<file path="src/rtl/prewish_mask_arbiter.sv">
// prewish_mask_arbiter: shares the blinker's mask-load port between requesters A and B,
// issues DEFAULT_MASK after reset and enforces a 2**HOLDOFF_BITS settle window after every load.
`default_nettype none

module prewish_mask_arbiter #(
  parameter int         HOLDOFF_BITS = 9,
  parameter logic [7:0] DEFAULT_MASK = 8'b10101000
) (
  input  logic       i_clk,
  input  logic       i_rst_n,
  input  logic       A_STB_I,
  input  logic [7:0] A_DAT_I,
  output logic       A_ACK_O,
  input  logic       B_STB_I,
  input  logic [7:0] B_DAT_I,
  output logic       B_ACK_O,
  output logic       STB_O,
  output logic [7:0] DAT_O,
  output logic       BUSY_O
);

  typedef enum logic [1:0] {
    S_INIT  = 2'd0,
    S_IDLE  = 2'd1,
    S_GRANT = 2'd2,
    S_HOLD  = 2'd3
  } state_e;

  state_e                  state_q, state_d;
  logic [HOLDOFF_BITS-1:0] cnt_q, cnt_d;
  logic [7:0]              dat_q, dat_d;
  logic                    a_ack_q, a_ack_d;
  logic                    b_ack_q, b_ack_d;
  logic                    a_arm_q, a_arm_d;
  logic                    b_arm_q, b_arm_d;
  logic                    last_b_q, last_b_d;
  logic                    a_elig, b_elig, grant_a, grant_b;

  // A requester only competes once it has been seen low since its last grant.
  assign a_elig  = A_STB_I & a_arm_q;
  assign b_elig  = B_STB_I & b_arm_q;
  assign grant_a = a_elig & (~b_elig | last_b_q);
  assign grant_b = b_elig & (~a_elig | ~last_b_q);

  always_comb begin
    state_d  = state_q;
    cnt_d    = cnt_q;
    dat_d    = dat_q;
    a_ack_d  = 1'b0;
    b_ack_d  = 1'b0;
    a_arm_d  = a_arm_q;
    b_arm_d  = b_arm_q;
    last_b_d = last_b_q;
    case (state_q)
      S_INIT: begin
        state_d = S_GRANT;
        dat_d   = DEFAULT_MASK;
      end
      S_IDLE: begin
        if (grant_a) begin
          state_d  = S_GRANT;
          dat_d    = A_DAT_I;
          a_ack_d  = 1'b1;
          a_arm_d  = 1'b0;
          last_b_d = 1'b0;
        end else if (grant_b) begin
          state_d  = S_GRANT;
          dat_d    = B_DAT_I;
          b_ack_d  = 1'b1;
          b_arm_d  = 1'b0;
          last_b_d = 1'b1;
        end
      end
      S_GRANT: begin
        state_d = S_HOLD;
        cnt_d   = '1;
      end
      S_HOLD: begin
        if (cnt_q == '0) begin
          state_d = S_IDLE;
        end else begin
          cnt_d = cnt_q - HOLDOFF_BITS'(1);
        end
      end
      default: state_d = S_INIT;
    endcase
    if (!A_STB_I) a_arm_d = 1'b1;
    if (!B_STB_I) b_arm_d = 1'b1;
  end

  always_ff @(posedge i_clk or negedge i_rst_n) begin
    if (!i_rst_n) begin
      state_q  <= S_INIT;
      cnt_q    <= '0;
      dat_q    <= '0;
      a_ack_q  <= 1'b0;
      b_ack_q  <= 1'b0;
      a_arm_q  <= 1'b1;
      b_arm_q  <= 1'b1;
      last_b_q <= 1'b1;
    end else begin
      state_q  <= state_d;
      cnt_q    <= cnt_d;
      dat_q    <= dat_d;
      a_ack_q  <= a_ack_d;
      b_ack_q  <= b_ack_d;
      a_arm_q  <= a_arm_d;
      b_arm_q  <= b_arm_d;
      last_b_q <= last_b_d;
    end
  end

  assign STB_O   = (state_q == S_GRANT);
  assign BUSY_O  = (state_q != S_IDLE);
  assign DAT_O   = dat_q;
  assign A_ACK_O = a_ack_q;
  assign B_ACK_O = b_ack_q;

endmodule

`default_nettype wire

</file>
<file path="config.mk">
export PLATFORM = sky130hd
export DESIGN_NAME = prewish_mask_arbiter
export DESIGN_NICKNAME = d
export VERILOG_FILES = /design/src/rtl/prewish_mask_arbiter.sv
export SDC_FILE = /design/constraint.sdc
export NUM_CORES = 1
export LEC_CHECK = 0
export CELL_PAD_IN_SITES_DETAIL_PLACEMENT = 1
export CELL_PAD_IN_SITES_GLOBAL_PLACEMENT = 1
export CORE_UTILIZATION = 38
export CTS_CLUSTER_SIZE = 24
export DETAILED_ROUTE_END_ITERATION = 8
export PLACE_DENSITY = 0.85
export SETUP_SLACK_MARGIN = 0.02
export SYNTH_ARGS = -nofsm -noshare
export SYNTH_HDL_FRONTEND = slang
export SYNTH_SLANG_ARGS = --single-unit
</file>
<file path="constraint.sdc">
create_clock -name i_clk -period 2.9 [get_ports i_clk]
set_input_delay 0.58 -clock i_clk [delete_from_list [all_inputs] [get_ports i_clk]]
set_output_delay 0.58 -clock i_clk [all_outputs]
set_load 0.05 [all_outputs]
</file>
### Word-level counts from Yosys, hierarchy flattened

Cells that the tools add are included.
W data, S select, Z words.

| word-level totals | value |
|---|---|
| bits in registers | 24 |
| bits of input ports | 20 |
| output and inout bits | 12 |
| word-level logic and storage cells | 64 |

| cells by class | value |
|---|---|
| $add $sub $neg | 1 |
| equal/unequal tests | 12 |
| mux-type cells | 23 |
| bitwise gates (word level) | 9 |
| reduce and logical (&&, ||, !) cells | 11 |

Operators with widths:

| operator | number |
|---|---|
| $pmux W9 S2 | 1 |
| $mux W8 | 2 |
| $pmux W8 S2 | 1 |
| $mux W1 | 14 |
| $ne A2 B1 Y1 const B | 5 |
| $reduce_and A2 Y1 | 5 |
| $logic_not A9 Y1 | 1 |
| $mux W9 | 1 |
| $sub A9 B1 Y9 const B | 1 |
| $pmux W2 S4 | 1 |
| $mux W2 | 3 |
| $ne A2 B2 Y1 const B | 3 |
| $reduce_bool A2 Y1 | 3 |
| $and A1 B1 Y1 | 4 |
| $eq A2 B2 Y1 const B | 2 |
| $ne A3 B3 Y1 const B | 1 |
| $not A1 Y1 | 3 |
| $reduce_and A3 Y1 | 1 |
| $eq A2 B1 Y1 const B | 1 |
| $logic_not A2 Y1 | 1 |
| $or A1 B1 Y1 | 2 |

### Depth between registers and ports, before layout

| logic depth | value |
|---|---|
| depth after elaboration | 8 |
| mapped depth | 6 |
| mapped depth without buffers | 6 |

### Least setup slack after synthesis

No wires, ideal clock.

| timing | value |
|---|---|
| path type | reg2out |
| from | register state_q[0] |
| to | output STB_O |
| data arrival time | 983 ps |
| required time | 2320 ps |
| setup slack | 1337 ps |
| cell stages (with the launch flop) | 3 |
| buffers on the path | 0 |
| cell sequence | dfrtp_1 nand2b_1 inv_1 |

| between the ends | value |
|---|---|
| word-level cells in the longest chain between the ends | 1 |

Ends and longest elaborated chain:

| item | line | text |
|---|---|---|
| start: declaration | 29 | `state_e state_q, state_d;` |
| start signal: assignment | 102 | `state_q <= state_d;` |
| $eq A2 B2 Y1 | 113 | `assign STB_O = (state_q == S_GRANT);` |
| end: declaration | 17 | `output logic STB_O,` |

No other way between the ends.

### Worst setup path in the final report

Ends and elaborated chain as after synthesis.

==> impl_metrics.toml <==
[global_route]
globalRoute.busiestLayer = "met2"
vias_in_the_first_global_route = 1106
globalRouteTotalUtil_pct = 21.0
met2_usage_pct = 38.0
grtUsageMet1_pct = 25.3
groute.layer.met3.usage_pct = 3.40
grt_pass1_wl_um = 5160
grt_antenna_before_repair = 0
overflow = 0
grt_max_degree = 25

[logic_synthesis]
post_synth_instance_area_um2 = 1160
synth_top_area_share_pct = 45.3
number_of_synthesized_flops_with_an_enable_pin = 0
synth_cells = 112
yosys.area_share.simple_pct = 22.3
ys_ff_latch = 24
synthDistinctLibCells = 36
yosys-top-cells-count = "dfrtp_1 (21), nand2_1 (12), nor2_1 (10), mux2i_1 (9), o21ai_0 (9)"
post-synth-top-count-cell = "dfrtp_1"
yosys-top-cells-area = "dfrtp_1 (45%), mux2i_1 (7.8%), dfstp_2 (6.8%)"
synth.yosys.seq_area_share_pct = 52.0
synthAdderAreaFrac_pct = 1.08
synth_xor_xnor_area_share_pct = 0.754
synth-compound-area-share_pct = 13.3
yosys_warnings = 0
synth_mux_area_share_pct = 7.76
postSynthNetCount = 133
synth_top_area_cell = "dfrtp_1"
syn_area_per_cell_um2 = 10.4
synth_top_flop_cell = "dfrtp_1"
synthArstFlopShare_pct = 100
synth_top_family_by_area = "simple AND/OR/NAND/NOR gates"

[worst_hold_path]
hold_start = "b_arm_q"
worst_min_delay_path_endpoint = "b_arm_q"
min_path_cells = 2
worstHoldPathType = "reg -> reg"

[drt]
drt-wirelength-per-cell_um = 16.9
drt_pre_antenna_iters = 6
vias_per_cell = 5.53
via_count = 985
first_iter_violations = 48
postRouteWirelength_um = 3010
ant_nets = 0
drc = 1

[cts]
clockBufferDepth = 2
cts_resized = 0
clockRootBuffer = "clkbuf_4"
tritoncts_num_sinks = 24
cts_inserted_buffers = 3
cts_htree_levels = 1
cts_tree = "built"
postCtsHoldBufs = 0
insertion_delay_ns = 0.32
clkTransAtPathRegs_ns = 0.13
post_cts.repair.setup_buffers = 0

[placement]
dpl.cell_count = 174
port-buffer-count = 31
dp_hpwl_um = 2320
routabilityCongestion = 0.734

[setup_path]
crit_fanout = 6
start_kind = "register"
critical_path.reg2reg.endpoint = "cnt_q[6]"
origin_of_the_critical_flop_to_flop_path = "cnt_q[0]"
reg2reg_path_depth = 6
critPathKind = "reg -> out"
worst-r2r-setup-slack_ns = 1.15
endpoint_kind = "output port"
critPathArrivalTime_ns = 2.00
worst-endpoint-required_ns = 2.32

[power]
power.share.sequential_pct = 59.4
share_clk_of_total_power_pct = 31.9
cell_internal_pwr_uw = 442
cellPowerDensity_nw_per_um2 = 363
switching_share_pct = 21.6
power_leakage_nw = 0.679
switching_pwr_uw = 122
combPwrFrac_pct = 8.7
max-vdd-ir-drop_uv = 162

[die]
fp-row-count = 19
core_region_area_um2 = 2830
die_width_um = 57.3
dieArea_um2 = 3280
die-height_um = 57.3
floorplan.io_pins = 32
initial_utilization_pct = 41.0

[timing]
worst_pin_slew_ns = 0.647
setup_violations = 0
hold_viol_final = 0
clock_period_minus_worst_slack_ns = 2.58
final_min_period_over_clock_period_pct = 88.9
final_max_slew_viol_count = 0
hold_ws_ns = 0.520
clock.fmax_ghz = 0.388
grt_setup_unrepaired = "no"
final.setup.tns_ns = 0
fin_worst_skew_ns = 0.00466
worst_slew_margin_rel_pct = 56.2

[final_layout]
insertedDiodeCount = 0
fin_cells = 178
fillCellCount = 310
layout_cell_share_with_drive_strength_beyond_1_pct = 11.6
final_core_util_pct = 54.8
syn_to_final_growth_pct = 33.6
nNetsFinal = 169

[outcome]
run_status = "finished with violations"
failed_checks = "DRC"

[flow_run]
max-cap-violations = 0
==> state kept, by name (all words and copies together), names as in the netlist <==
signal,cells
last_b_q,1
A_ACK_O,1
a_arm_q,1
DAT_O,8
b_arm_q,1
B_ACK_O,1
cnt_q,9
state_q,2
==> routing by layer <==
metal	vias to the layer above	wire length [um]
met5	-	0
met4	0	43
met3	5	107
met2	26	1600
met1	487	1260
li1	467	-
==> critical path, stage by stage (launching register included) <==
cell and delay, ns:
dfrtp_1 0.45, nand2b_1 0.26, inv_1 0.15, clkdlybuf4s50_1 0.81
==> layout by cell type (no fill, tap or decap), types with 2 or more instances in the layout <==
| master | synthesis | final |
|---|---|---|
| clkbuf_4 | 0 | 3 |
| nor2_1 | 10 | 10 |
| dfstp_2 | 3 | 3 |
| nand2_1 | 12 | 12 |
| inv_1 | 6 | 6 |
| nand3_1 | 4 | 4 |
| mux2i_1 | 9 | 9 |
| o21ai_0 | 9 | 9 |
| dfrtp_1 | 21 | 21 |
| buf_4 | 0 | 2 |
| a21oi_1 | 7 | 7 |
| nand2b_1 | 2 | 2 |
| nor3_1 | 4 | 4 |
| clkdlybuf4s50_1 | 0 | 31 |
==> how the worst max path moves through the flow <==
stage / startpoint / slack, ns / end
floorplan: state_q[0] / 1.34 / STB_O
global placement: state_q[0] / 0.72 / STB_O
detailed placement: state_q[0] / 0.68 / STB_O
CTS: state_q[0] / 0.31 / STB_O
global route: state_q[0] / 0.19 / STB_O
finish: state_q[0] / 0.32 / STB_O
==> layout make-up <==
cell class	count	area [um2]	share of cell area [%]
Timing Repair Buffer	33	325	21.0
Sequential cell	24	604	39.0
Tap cell	31	38.8	2.50
Inverter	6	22.5	1.45
Clock buffer	4	36.3	2.34
Multi-Input combinational cell	80	524	33.8
==> power by group through the flow <==
stage          logic, mW  clock network, mW  registers (mW)
6_report          0.0492              0.180           0.335
3_5_place_dp      0.0495                  0           0.341
5_1_grt           0.0527              0.198           0.335
4_1_cts           0.0499              0.185           0.335
2_1_floorplan     0.0115                  0           0.341
3_3_place_gp      0.0467                  0           0.341
==> through the flow <==
| step | area (um2) | total power [mW] | setup slack [ns] |
|---|---|---|---|
| final | 1550 | 0.564 | 0.322 |
| after floorplan | 1160 | 0.353 | 1.34 |
| after CTS | 1550 | 0.570 | 0.307 |
| after global placement | 1520 | 0.388 | 0.721 |
| after detailed placement | 1520 | 0.391 | 0.679 |
| after global routing | 1550 | 0.586 | 0.192 |
==> kinds of logic (layout without fill, tap and decap cells) <==
logic type,after synthesis,count (layout)
xor gates and xnor gates,1,1
muxes,9,9
buffers and inverters,8,43
adders and majority gates,1,1
AOI/OAI and AO/OA,25,25
and+or+nand+nor,44,44
DFF,24,24
No activity file was read; power rests on OpenSTA's default activity.
==> edit 1: new RTL, same flow settings <==
`dat_q` no longer has a reset.
--- a/src/rtl/prewish_mask_arbiter.sv
+++ b/src/rtl/prewish_mask_arbiter.sv
@@ -94,3 +94,2 @@
       cnt_q    <= '0;
-      dat_q    <= '0;
       a_ack_q  <= 1'b0;
@@ -103,3 +102,2 @@
       cnt_q    <= cnt_d;
-      dat_q    <= dat_d;
       a_ack_q  <= a_ack_d;
@@ -110,2 +108,6 @@
     end
+  end
+
+  always_ff @(posedge i_clk) begin
+    dat_q <= dat_d;
   end
Formal check against the unedited RTL: not equivalent (Yosys sat finds a counterexample within 4 cycles, from zero or initial values and one cycle with i_rst_n low).
==> edit 1 against the original RTL <==
  * Combinational power decreased by 10%
  * Die area decreased by 3.2%
  * Design area decreased by 1.9%
  * Sequential cell count unchanged
  * Wire length shrank 19%
  * Power grew 13%
  * Setup slack got worse by 0.062 ns
  * Synthesized area fell by 3.3%
  * Largest cell class unchanged
==> edit 1: results <==
export IMPL_status="finished, final reports clean"
export IMPL_relSlewSlack_pct=52.6
export IMPL_fillers=312
export IMPL_min_period_ns=2.64
export IMPL_ys_top_cells_by_count="dfrtp_1 (13), nand2_1 (10), edfxtp_1 (8), mux2i_1 (8), nor2_1 (7)"
export IMPL_cp_arrival_ns=2.06
export IMPL_drtPass1Iterations=4
export IMPL_final_nets=151
export IMPL_cp_max_fo=9
export IMPL_seqPwrFrac_pct=54.8
export IMPL_ys_top_cells_by_area="dfrtp_1 (29%), edfxtp_1 (21%), mux2i_1 (7.1%)"
export IMPL_hold_ws_ns=0.528
export IMPL_wire_per_inst_um=15.2
export IMPL_synthMuxAreaShare_pct=7.13
export IMPL_p_total_mw=0.636
export IMPL_yosysUniqueCellTypes=34
export IMPL_place_gp_congestion=0.770
export IMPL_synth_seq_area_share_pct=57.4
export IMPL_track_usage_pct=18.1
export IMPL_dpl_hpwl_mm=1.88
export IMPL_dp_slack_ns=0.606
export IMPL_post_route_cell_area_um2=1520
export IMPL_nNonClkBuffers=32
export IMPL_clk_share_pct=3.45
export IMPL_via_per_inst=5.46
export IMPL_grt_pass1_wl_mm=4.38
export IMPL_skew_ns=0.00128
export IMPL_layout_nonclk_buf_share_pct=20.9
export IMPL_synthXorXnorAreaFrac_pct=2.34
[edit 1: changes by cell type after synthesis, moves of 2 or more]
cell,delta
dfrtp_1,-8
a211oi_1,+4
nand3_1,-4
edfxtp_1,+8
a21oi_1,-6
o21ai_0,-4
a31oi_1,+4
nor4_2,+2
nand2_1,-2
xnor2_1,+2
nor2_1,-3
nor3_1,-2
[edit 1: per-layer routing]
| layer | global-route usage [%] | share of wire [%] | vias to the layer above |
|---|---|---|---|
| li1 | - | - | 416 |
| met1 | 21.3 | 40 | 426 |
| met2 | 31.6 | 52 | 27 |
| met3 | 5.07 | 6.3 | 5 |
| met5 | 0 | 0 | - |
| met4 | 6.27 | 1.4 | 0 |
[edit 1: worst reg2reg max path, stage by stage, from the launching register on]
cell and delay (ns):
dfrtp_1 0.44, inv_1 0.07, ha_1 0.22, or4b_4 0.51
nor4_2 0.28, xnor2_1 0.15, nand2_1 0.07
==> edit 2: new RTL, config.mk and constraints unchanged <==
Without the edit above. `HOLDOFF_BITS`: 9 -> 7.
--- a/src/rtl/prewish_mask_arbiter.sv
+++ b/src/rtl/prewish_mask_arbiter.sv
@@ -5,3 +5,3 @@
 module prewish_mask_arbiter #(
-  parameter int         HOLDOFF_BITS = 9,
+  parameter int         HOLDOFF_BITS = 7,
   parameter logic [7:0] DEFAULT_MASK = 8'b10101000
Formal check against the unedited RTL: same outputs for any inputs over 10 cycles, from zero or initial values and one cycle with i_rst_n low; that may be too few to reach the edited logic, so the function may still have changed.
==> edit 2 against the original RTL <==
  * Die area down 2.7%
  * Design area fell by 2.3%
  * Combinational power decreased by 4%
  * Wire length decreased by 0.47%
  * Sequential cell count down 2
  * Synthesized area is 2.8% lower
  * Hold slack improved by 0.015 ns
  * Critical path type unchanged
  * First-iteration DRC count is 27% higher
  * Power decreased by 6.4%
  * Setup slack worse by 0.074 ns
  * Non-clock buffer count stayed put
  * Clock skew decreased by 0.0037 ns
  * Final cell count up 2.8%
  * Largest cell class unchanged
==> edit 2: results <==
export IMPL_grt_pass1_wl_mm=5.10
export IMPL_syn_area_per_cell_um2=9.56
export IMPL_critPathLaunch="state_q[1]"
export IMPL_dp_cells=179
export IMPL_cts_resized=0
export IMPL_drt_initial_drc_count=61
export IMPL_drtPass1Iterations=4
export IMPL_dpl_hpwl_mm=2.25
export IMPL_cp_arrival_ns=2.07
export IMPL_place_gp_congestion=0.797
export IMPL_hold_path_startpoint="DAT_O[5]"
export IMPL_ys_top_cells_by_area="dfrtp_1 (42%), dfstp_2 (7.0%), o21ai_0 (5.3%)"
export IMPL_power_leakage_nw=0.631
export IMPL_cp_max_fo=12
export IMPL_slowest_delay_ns=0.83
export IMPL_worst_slew_pin_slew_ns=0.573
export IMPL_antenna_found_initial=0
export IMPL_wirelength_mm=2.99
export IMPL_status="finished, final reports clean"
export IMPL_dp_slack_ns=0.621
export IMPL_skew_ns=0.000915
export IMPL_track_usage_pct=20.9
export IMPL_dpl_instance_area_um2=1480
export IMPL_synth_seq_area_share_pct=49.1
export IMPL_irDropWorstVdd_v=0.000372
export IMPL_p_sw_share_pct=22.2
export IMPL_wire_per_inst_um=16.4
export IMPL_grt_pass1_vias=1056
export IMPL_ys_top_cells_by_count="dfrtp_1 (19), inv_1 (16), o21ai_0 (12)"
export IMPL_largest_reg_flops=8
export IMPL_yosysUniqueCellTypes=37
export IMPL_grt_max_degree=23
export IMPL_via_per_inst=5.74
export IMPL_synth_nets=140
export IMPL_drive_gt1_share_pct=8.55
-- edit 2: cell count changes after synthesis, sizes merged, moves of 4 or more --
cell / unedited run / this run
nand4: 0 / 5
a21oi: 8 / 4
inv: 6 / 16
nand2: 12 / 2
nand3: 4 / 11
o221ai: 0 / 5
mux2i: 9 / 1
nor2: 10 / 5
-- edit 2: path summary, 6_finish.rpt --
check,slack [ns],cells after the start,endpoint
worst max-delay path,0.25,4,BUSY_O
min in group asynchronous,0.60,2,cnt_q[2]
worst min-delay path,0.53,2,DAT_O[5]
worst min register to register,0.53,2,DAT_O[5]
worst max register to register,1.22,5,cnt_q[4]
max in group asynchronous,2.03,2,a_arm_q
-- edit 2: per-layer routing --
metal	global-route usage, %	share of wire (%)	vias to the layer above
li1	-	-	506
met1	26.0	44	523
met2	35.5	51	20
met3	5.53	4.0	2
met4	6.27	0.97	0
met5	0	0	-
-- edit 2: final cells by class --
| class | count | area [um^2] |
|---|---|---|
| Clock buffer | 4 | 36.3 |
| Fill cell | 327 | 1260 |
| Inverter | 16 | 60.1 |
| Multi-Input combinational cell | 77 | 502 |
| Sequential cell | 22 | 554 |
| Tap cell | 31 | 38.8 |
| Timing Repair Buffer | 33 | 325 |
-- edit 2: cells by family after synthesis --
logic type | count (synthesis) | synth area share, %
AO/OA/AOI/OAI | 33 | 19.8
adder cells (fa/ha/maj) | 2 | 2.22
buffers and inverters | 19 | 6.43
flip-flops | 22 | 49.1
multiplexers | 1 | 0.887
AND/OR/NAND/NOR | 41 | 21.5
-- edit 2: power by group through the flow --
stage          Combinational, mW  Clock [mW]  Sequential, mW
3_3_place_gp              0.0466           0           0.313
2_1_floorplan             0.0103           0           0.313
5_1_grt                   0.0517       0.191           0.307
3_5_place_dp              0.0478           0           0.313
6_report                  0.0473       0.173           0.307
4_1_cts                   0.0481       0.180           0.307
